**src/rtl/plab2_proc_mem_arbiter.sv**
```systemverilog
// Two-to-one imem/dmem request arbiter with a one-entry request stage, per-port
// outstanding limits, domain tagging and source-tag based response steering.
module plab2_proc_mem_arbiter #(
  parameter int p_max_outstanding = 4,
  parameter int p_req_nbits       = 77,
  parameter int p_resp_nbits      = 45
) (
  input  logic                    clk,
  input  logic                    reset,

  input  logic [p_req_nbits-1:0]  imemreq_msg,
  input  logic                    imemreq_val,
  output logic                    imemreq_rdy,
  input  logic                    imemreq_domain,

  input  logic [p_req_nbits-1:0]  dmemreq_msg,
  input  logic                    dmemreq_val,
  output logic                    dmemreq_rdy,
  input  logic                    dmemreq_domain,

  output logic [p_resp_nbits-1:0] imemresp_msg,
  output logic                    imemresp_val,
  input  logic                    imemresp_rdy,

  output logic [p_resp_nbits-1:0] dmemresp_msg,
  output logic                    dmemresp_val,
  input  logic                    dmemresp_rdy,

  output logic [p_req_nbits-1:0]  memreq_msg,
  output logic                    memreq_val,
  input  logic                    memreq_rdy,
  output logic                    memreq_domain,

  input  logic [p_resp_nbits-1:0] memresp_msg,
  input  logic                    memresp_val,
  output logic                    memresp_rdy,

  output logic                    resp_err
);

  // Handshake: a transfer happens on a rising clk edge where val && rdy are
  // both high; val/msg are held by the sender until that edge.

  localparam int CW       = $clog2(p_max_outstanding + 1);
  localparam int REQ_TAG  = p_req_nbits - 4;   // opaque[7] in a request
  localparam int RESP_TAG = p_resp_nbits - 4;  // opaque[7] in a response
  localparam logic [CW:0] MAX_CNT = (CW + 1)'(p_max_outstanding);

  logic                   stage_val;
  logic [p_req_nbits-1:0] stage_msg;
  logic                   stage_domain;
  logic                   stage_src;
  logic                   last_grant;
  logic [CW-1:0]          icnt;
  logic [CW-1:0]          dcnt;

  logic          can_accept;
  logic          i_staged, d_staged;
  logic [CW:0]   i_pend, d_pend;
  logic          i_elig, d_elig;
  logic          i_gnt, d_gnt;
  logic          i_acc, d_acc, acc;
  logic [p_req_nbits-1:0] acc_msg;
  logic          acc_domain;
  logic          req_fire;
  logic          resp_dst, resp_drop, drop_fire;
  logic [p_resp_nbits-1:0] fwd_msg;
  logic          i_inc, i_dec, d_inc, d_dec;

  assign can_accept = !stage_val || memreq_rdy;

  // A request sitting in the stage is already in flight from its port's point
  // of view, so it counts against the limit before it reaches memory.
  assign i_staged = stage_val && !stage_src;
  assign d_staged = stage_val &&  stage_src;
  assign i_pend   = {1'b0, icnt} + {{CW{1'b0}}, i_staged};
  assign d_pend   = {1'b0, dcnt} + {{CW{1'b0}}, d_staged};
  assign i_elig   = imemreq_val && (i_pend < MAX_CNT);
  assign d_elig   = dmemreq_val && (d_pend < MAX_CNT);

  assign i_gnt = i_elig && (!d_elig ||  last_grant);
  assign d_gnt = d_elig && (!i_elig || !last_grant);

  assign imemreq_rdy = reset && i_gnt && can_accept;
  assign dmemreq_rdy = reset && d_gnt && can_accept;

  assign i_acc      = imemreq_val && imemreq_rdy;
  assign d_acc      = dmemreq_val && dmemreq_rdy;
  assign acc        = i_acc || d_acc;
  assign acc_msg    = d_acc ? dmemreq_msg : imemreq_msg;
  assign acc_domain = d_acc ? dmemreq_domain : imemreq_domain;

  assign memreq_val    = stage_val;
  assign memreq_msg    = stage_msg;
  assign memreq_domain = stage_domain;
  assign req_fire      = stage_val && memreq_rdy;

  // Responses whose port has nothing outstanding are swallowed and flagged.
  assign resp_dst  = memresp_msg[RESP_TAG];
  assign resp_drop = resp_dst ? (dcnt == '0) : (icnt == '0);
  assign fwd_msg   = {memresp_msg[p_resp_nbits-1:RESP_TAG+1], 1'b0,
                      memresp_msg[RESP_TAG-1:0]};

  assign imemresp_msg = fwd_msg;
  assign dmemresp_msg = fwd_msg;
  assign imemresp_val = reset && memresp_val && !resp_dst && !resp_drop;
  assign dmemresp_val = reset && memresp_val &&  resp_dst && !resp_drop;
  assign memresp_rdy  = reset && (resp_drop || (resp_dst ? dmemresp_rdy : imemresp_rdy));
  assign drop_fire    = memresp_val && memresp_rdy && resp_drop;

  assign i_inc = req_fire && !stage_src;
  assign d_inc = req_fire &&  stage_src;
  assign i_dec = imemresp_val && imemresp_rdy;
  assign d_dec = dmemresp_val && dmemresp_rdy;

  always_ff @(posedge clk or negedge reset) begin
    if (!reset) begin
      stage_val    <= 1'b0;
      stage_msg    <= '0;
      stage_domain <= 1'b0;
      stage_src    <= 1'b0;
      last_grant   <= 1'b1;
      icnt         <= '0;
      dcnt         <= '0;
      resp_err     <= 1'b0;
    end else begin
      if (acc) begin
        stage_val    <= 1'b1;
        stage_msg    <= {acc_msg[p_req_nbits-1:REQ_TAG+1], d_acc, acc_msg[REQ_TAG-1:0]};
        stage_domain <= acc_domain;
        stage_src    <= d_acc;
        last_grant   <= d_acc;
      end else if (req_fire) begin
        stage_val <= 1'b0;
      end

      case ({i_inc, i_dec})
        2'b10:   icnt <= icnt + CW'(1);
        2'b01:   icnt <= icnt - CW'(1);
        default: icnt <= icnt;
      endcase

      case ({d_inc, d_dec})
        2'b10:   dcnt <= dcnt + CW'(1);
        2'b01:   dcnt <= dcnt - CW'(1);
        default: dcnt <= dcnt;
      endcase

      // Registered so the drop indication is a clean one-cycle pulse.
      resp_err <= drop_fire;
    end
  end

endmodule
```
**config.mk**
```make
export PLATFORM = sky130hd
export DESIGN_NAME = plab2_proc_mem_arbiter
export DESIGN_NICKNAME = d
export VERILOG_FILES = /design/src/rtl/plab2_proc_mem_arbiter.sv
export SDC_FILE = /design/constraint.sdc
export NUM_CORES = 1
export LEC_CHECK = 0
export ABC_CLOCK_PERIOD_IN_PS = 1700
export CAP_MARGIN = 10
export CORE_AREA = 2 2 150 152
export CTS_CLUSTER_SIZE = 40
export DETAILED_ROUTE_END_ITERATION = 6
export DIE_AREA = 0 0 152 154
export GPL_TIMING_DRIVEN = 0
export HOLD_SLACK_MARGIN = 0.03
export PLACE_DENSITY = 0.67
export SYNTH_ARGS = -nofsm -noshare
export SYNTH_HDL_FRONTEND = slang
export SYNTH_SLANG_ARGS = --single-unit
export TNS_END_PERCENT = 20
```
**constraint.sdc**
```tcl
create_clock -name clk -period 1.7 [get_ports clk]
set_input_delay 0.255 -clock clk [delete_from_list [all_inputs] [get_ports clk]]
set_output_delay 0.255 -clock clk [all_outputs]
set_load 0.01 [all_outputs]
```
==> impl_metrics.tcl <==
set metrics [dict create \
    cp-start-kind "flop" \
    tightest_slew_ns 1.11 \
    synth_warnings 0 \
    rsz0062_at_grt "true" \
    synth_seq_cells 87 \
    final.setup.tns_ns -11.93 \
    arrival_ns 2.16 \
    grt_pass1_vias 6976 \
    antenna_found_initial 1 \
    fin_ws_ns -0.249 \
    die_x_microns 152 \
    postSynthAreaPerCell_sq_um 9.06 \
    hold_class "input port to async pin" \
    detail_route.wl_per_cell_microns 21.4 \
    fmax_mhz 513 \
    critPathRequiredTime_ns 1.92 \
    ff2ff_path_depth 7 \
    hold_viol 0 \
    nFillCells 1800 \
    yosys_most_used_dff "dfrtp_1" \
    gp_congestion 0.809 \
    yosysSeqAreaShare 0.389 \
    grt_overflow_total 0 \
    dieArea_sq_um 23400 \
    grt_pass1_wl_mm 40.7 \
    n_antenna_cell 0 \
    post-route-util 0.553 \
    min_period_ns 1.95 \
    avgViaCountPerCell 5.31 \
    fin_nets 1227 \
    ctsHtreeMaxLevel 3 \
    setup_violations 85 \
    cap_violations 0 \
    cts_tree "yes" \
    clockBufferDepth 2 \
    start_util 0.258 \
    cts_buffers 9 \
    worstSetupEndpointType "flop" \
    yosys-top-cells-area "dfrtp_1, buf_4, a2111oi_0" \
    slew_viol_final 0 \
    clk_pin_slew_ns 0.07 \
    netlist_area_sq_um 5600 \
    synth_cell_types 38 \
    violations "negative setup slack" \
    dpl.hpwl_mm 18.6 \
    clock_sinks 87 \
    drt_iter0_markers 337 \
    syn_inst 618 \
    drt-total-wl_mm 27.8 \
    ant_nets 0 \
    ff2ff_setup_slack_ns -0.25 \
    async_flop_share 1.00 \
    power_w 0.0167 \
    io_buffer_count 335 \
    dr.pass1.iters 5 \
    ir_drop_uv 678 \
    synth-edff-count 0 \
    period_share 1.15 \
    root_buffer "clkbuf_16" \
    status "finished with violations" \
    placementRows 54 \
    grt_max_degree 25 \
    drive_gt1_frac 0.366 \
    grtUsageTotal 0.220 \
    slew_headroom 0.258 \
    power_density_nw_per_um2 1390 \
    drc 0 \
    netlist.area_leader.share 0.385 \
    leakagePower_nw 4.34 \
    die_h_microns 154 \
    yosysTopAreaCell "dfrtp_1" \
    core_sq_um 21700 \
    io_pins 384 \
    skew_ns 0.00724 \
    place_ws_ns -1.39 \
    num_vias 6896 \
    path_class "flop to flop" \
    crit_fanout 6 \
    area_growth_pct 114 \
    clock_latency_ns 0.34 \
]
per-stage QoR:
stage          hold WS, ns  instances  cell area (sq um)
2_1_floorplan      -0.0406        619               5640
3_3_place_gp         0.507       1234               9350
3_5_place_dp         0.320       1235               9370
4_1_cts             0.0667       1292              11000
5_1_grt             0.0345       1299              12000
6_report            0.0299       1299              12000
sequential cells by signal (all words and copies together) (netlist names):
signal and flops:
resp_err 1, dcnt 3, icnt 3, last_grant 1
memreq_val 1, memreq_domain 1, memreq_msg 77
what timing repair did:
action / CTS / global route
buffers inserted: 28 / 5
pin swaps: 40 / 68
resized for setup: 222 / 234
gates cloned: 8 / 2
endpoints found under the hold margin: 62 / 0
endpoints found under the setup margin: 91 / 108
hold buffers: 7 / 0
Yosys cell counts, types with 2 or more instances:
cell and number:
buf_4 99, dfrtp_1 86, nor3_1 80, a21oi_1 78, nor4_1 77, a2111oi_0 69, clkbuf_1 42, buf_2 20
inv_1 9, a2111oi_1 8, clkbuf_2 4, mux2i_1 4, xor2_1 4, and2_1 3, nand3_1 3, nor2_1 3
o21ai_0 3, buf_6 2, fa_1 2, ha_1 2, nand2_1 2, xnor2_1 2
report_power, final:
group          internal (W)  total (W)  switching, W  leakage (nW)
clock               0.00123    0.00208      0.000857         0.144
combinational       0.00540     0.0107       0.00535          3.23
sequential          0.00313    0.00388      0.000756         0.972
total               0.00975     0.0167       0.00696          4.34
worst max-delay path: stages, from the launching register on:
cell,delay [ns]
dfrtp_2,0.45
and4_4,0.23
buf_6,0.12
a2bb2oi_4,0.19
buf_6,0.18
buf_12,0.14
a2111oi_1,0.41
nor3_1,0.11
path summary, 6_finish.rpt:
path | to | start
hold reg to reg | memreq_msg[25]$_DFFE_PN0P_ | memreq_msg[25]$_DFFE_PN0P_
hold / removal | memreq_msg[18]$_DFFE_PN0P_ | reset
max in group asynchronous | dcnt[0]$_DFFE_PN0P_ | reset
setup reg to reg | memreq_msg[74]$_DFFE_PN0P_ | memreq_val$_DFFE_PN0P_
setup / recovery | memreq_msg[74]$_DFFE_PN0P_ | memreq_val$_DFFE_PN0P_
min in group clk | memreq_val$_DFFE_PN0P_ | memreq_rdy
cells in the final DEF, fill, tap and decap left out, drive strengths merged, types with 2 or more instances in the layout:
cell type / n
nor2: 4
dfrtp: 86
nand2b: 2
a21oi: 78
inv: 9
nor3: 80
clkbuf: 54
buf: 179
mux2i: 4
bufbuf: 2
dlygate4sd2: 2
xor2: 4
nand3: 4
and2: 3
xnor2: 2
o21ai: 3
dlygate4sd3: 2
fa: 2
conb: 2
ha: 2
clkdlybuf4s50: 326
a2111oi: 77
nor4: 77
nand2: 2
layer usage:
metal	part of all wire	GRT usage	wire (microns)	vias to the layer above
li1	-	-	-	3091
met1	0.40	0.271	11100	3386
met2	0.51	0.386	14200	370
met3	0.069	0.0488	1920	47
met4	0.021	0.0641	576	2
met5	0.00047	0	13	-
kinds of logic (layout without fill, tap and decap cells):
group | count (synthesis) | in the layout | share of synthesized area
AOI/OAI and AO/OA | 161 | 161 | 0.203
xor gates and xnor gates | 6 | 6 | 0.00939
adders and majority gates | 4 | 4 | 0.0116
buffers and inverters | 176 | 576 | 0.192
DFF | 87 | 87 | 0.389
muxes | 4 | 4 | 0.00715
other | 1 | 2 | 0.000670
and+or+nand+nor | 179 | 179 | 0.186
area by class of cell:
cell class              instances  area [sq um]  share of cell area
clock inverters                 1          30.0             0.00251
multi-input cells             356          3660               0.305
plain buffers                 165          1400               0.117
inverters                       9          33.8             0.00282
clock buffers                  15           268              0.0223
well taps                     280           350              0.0292
repair buffers                386          4060               0.339
flip-flops and latches         87          2180               0.182
Note: power is estimated with default switching activity, not from simulation.
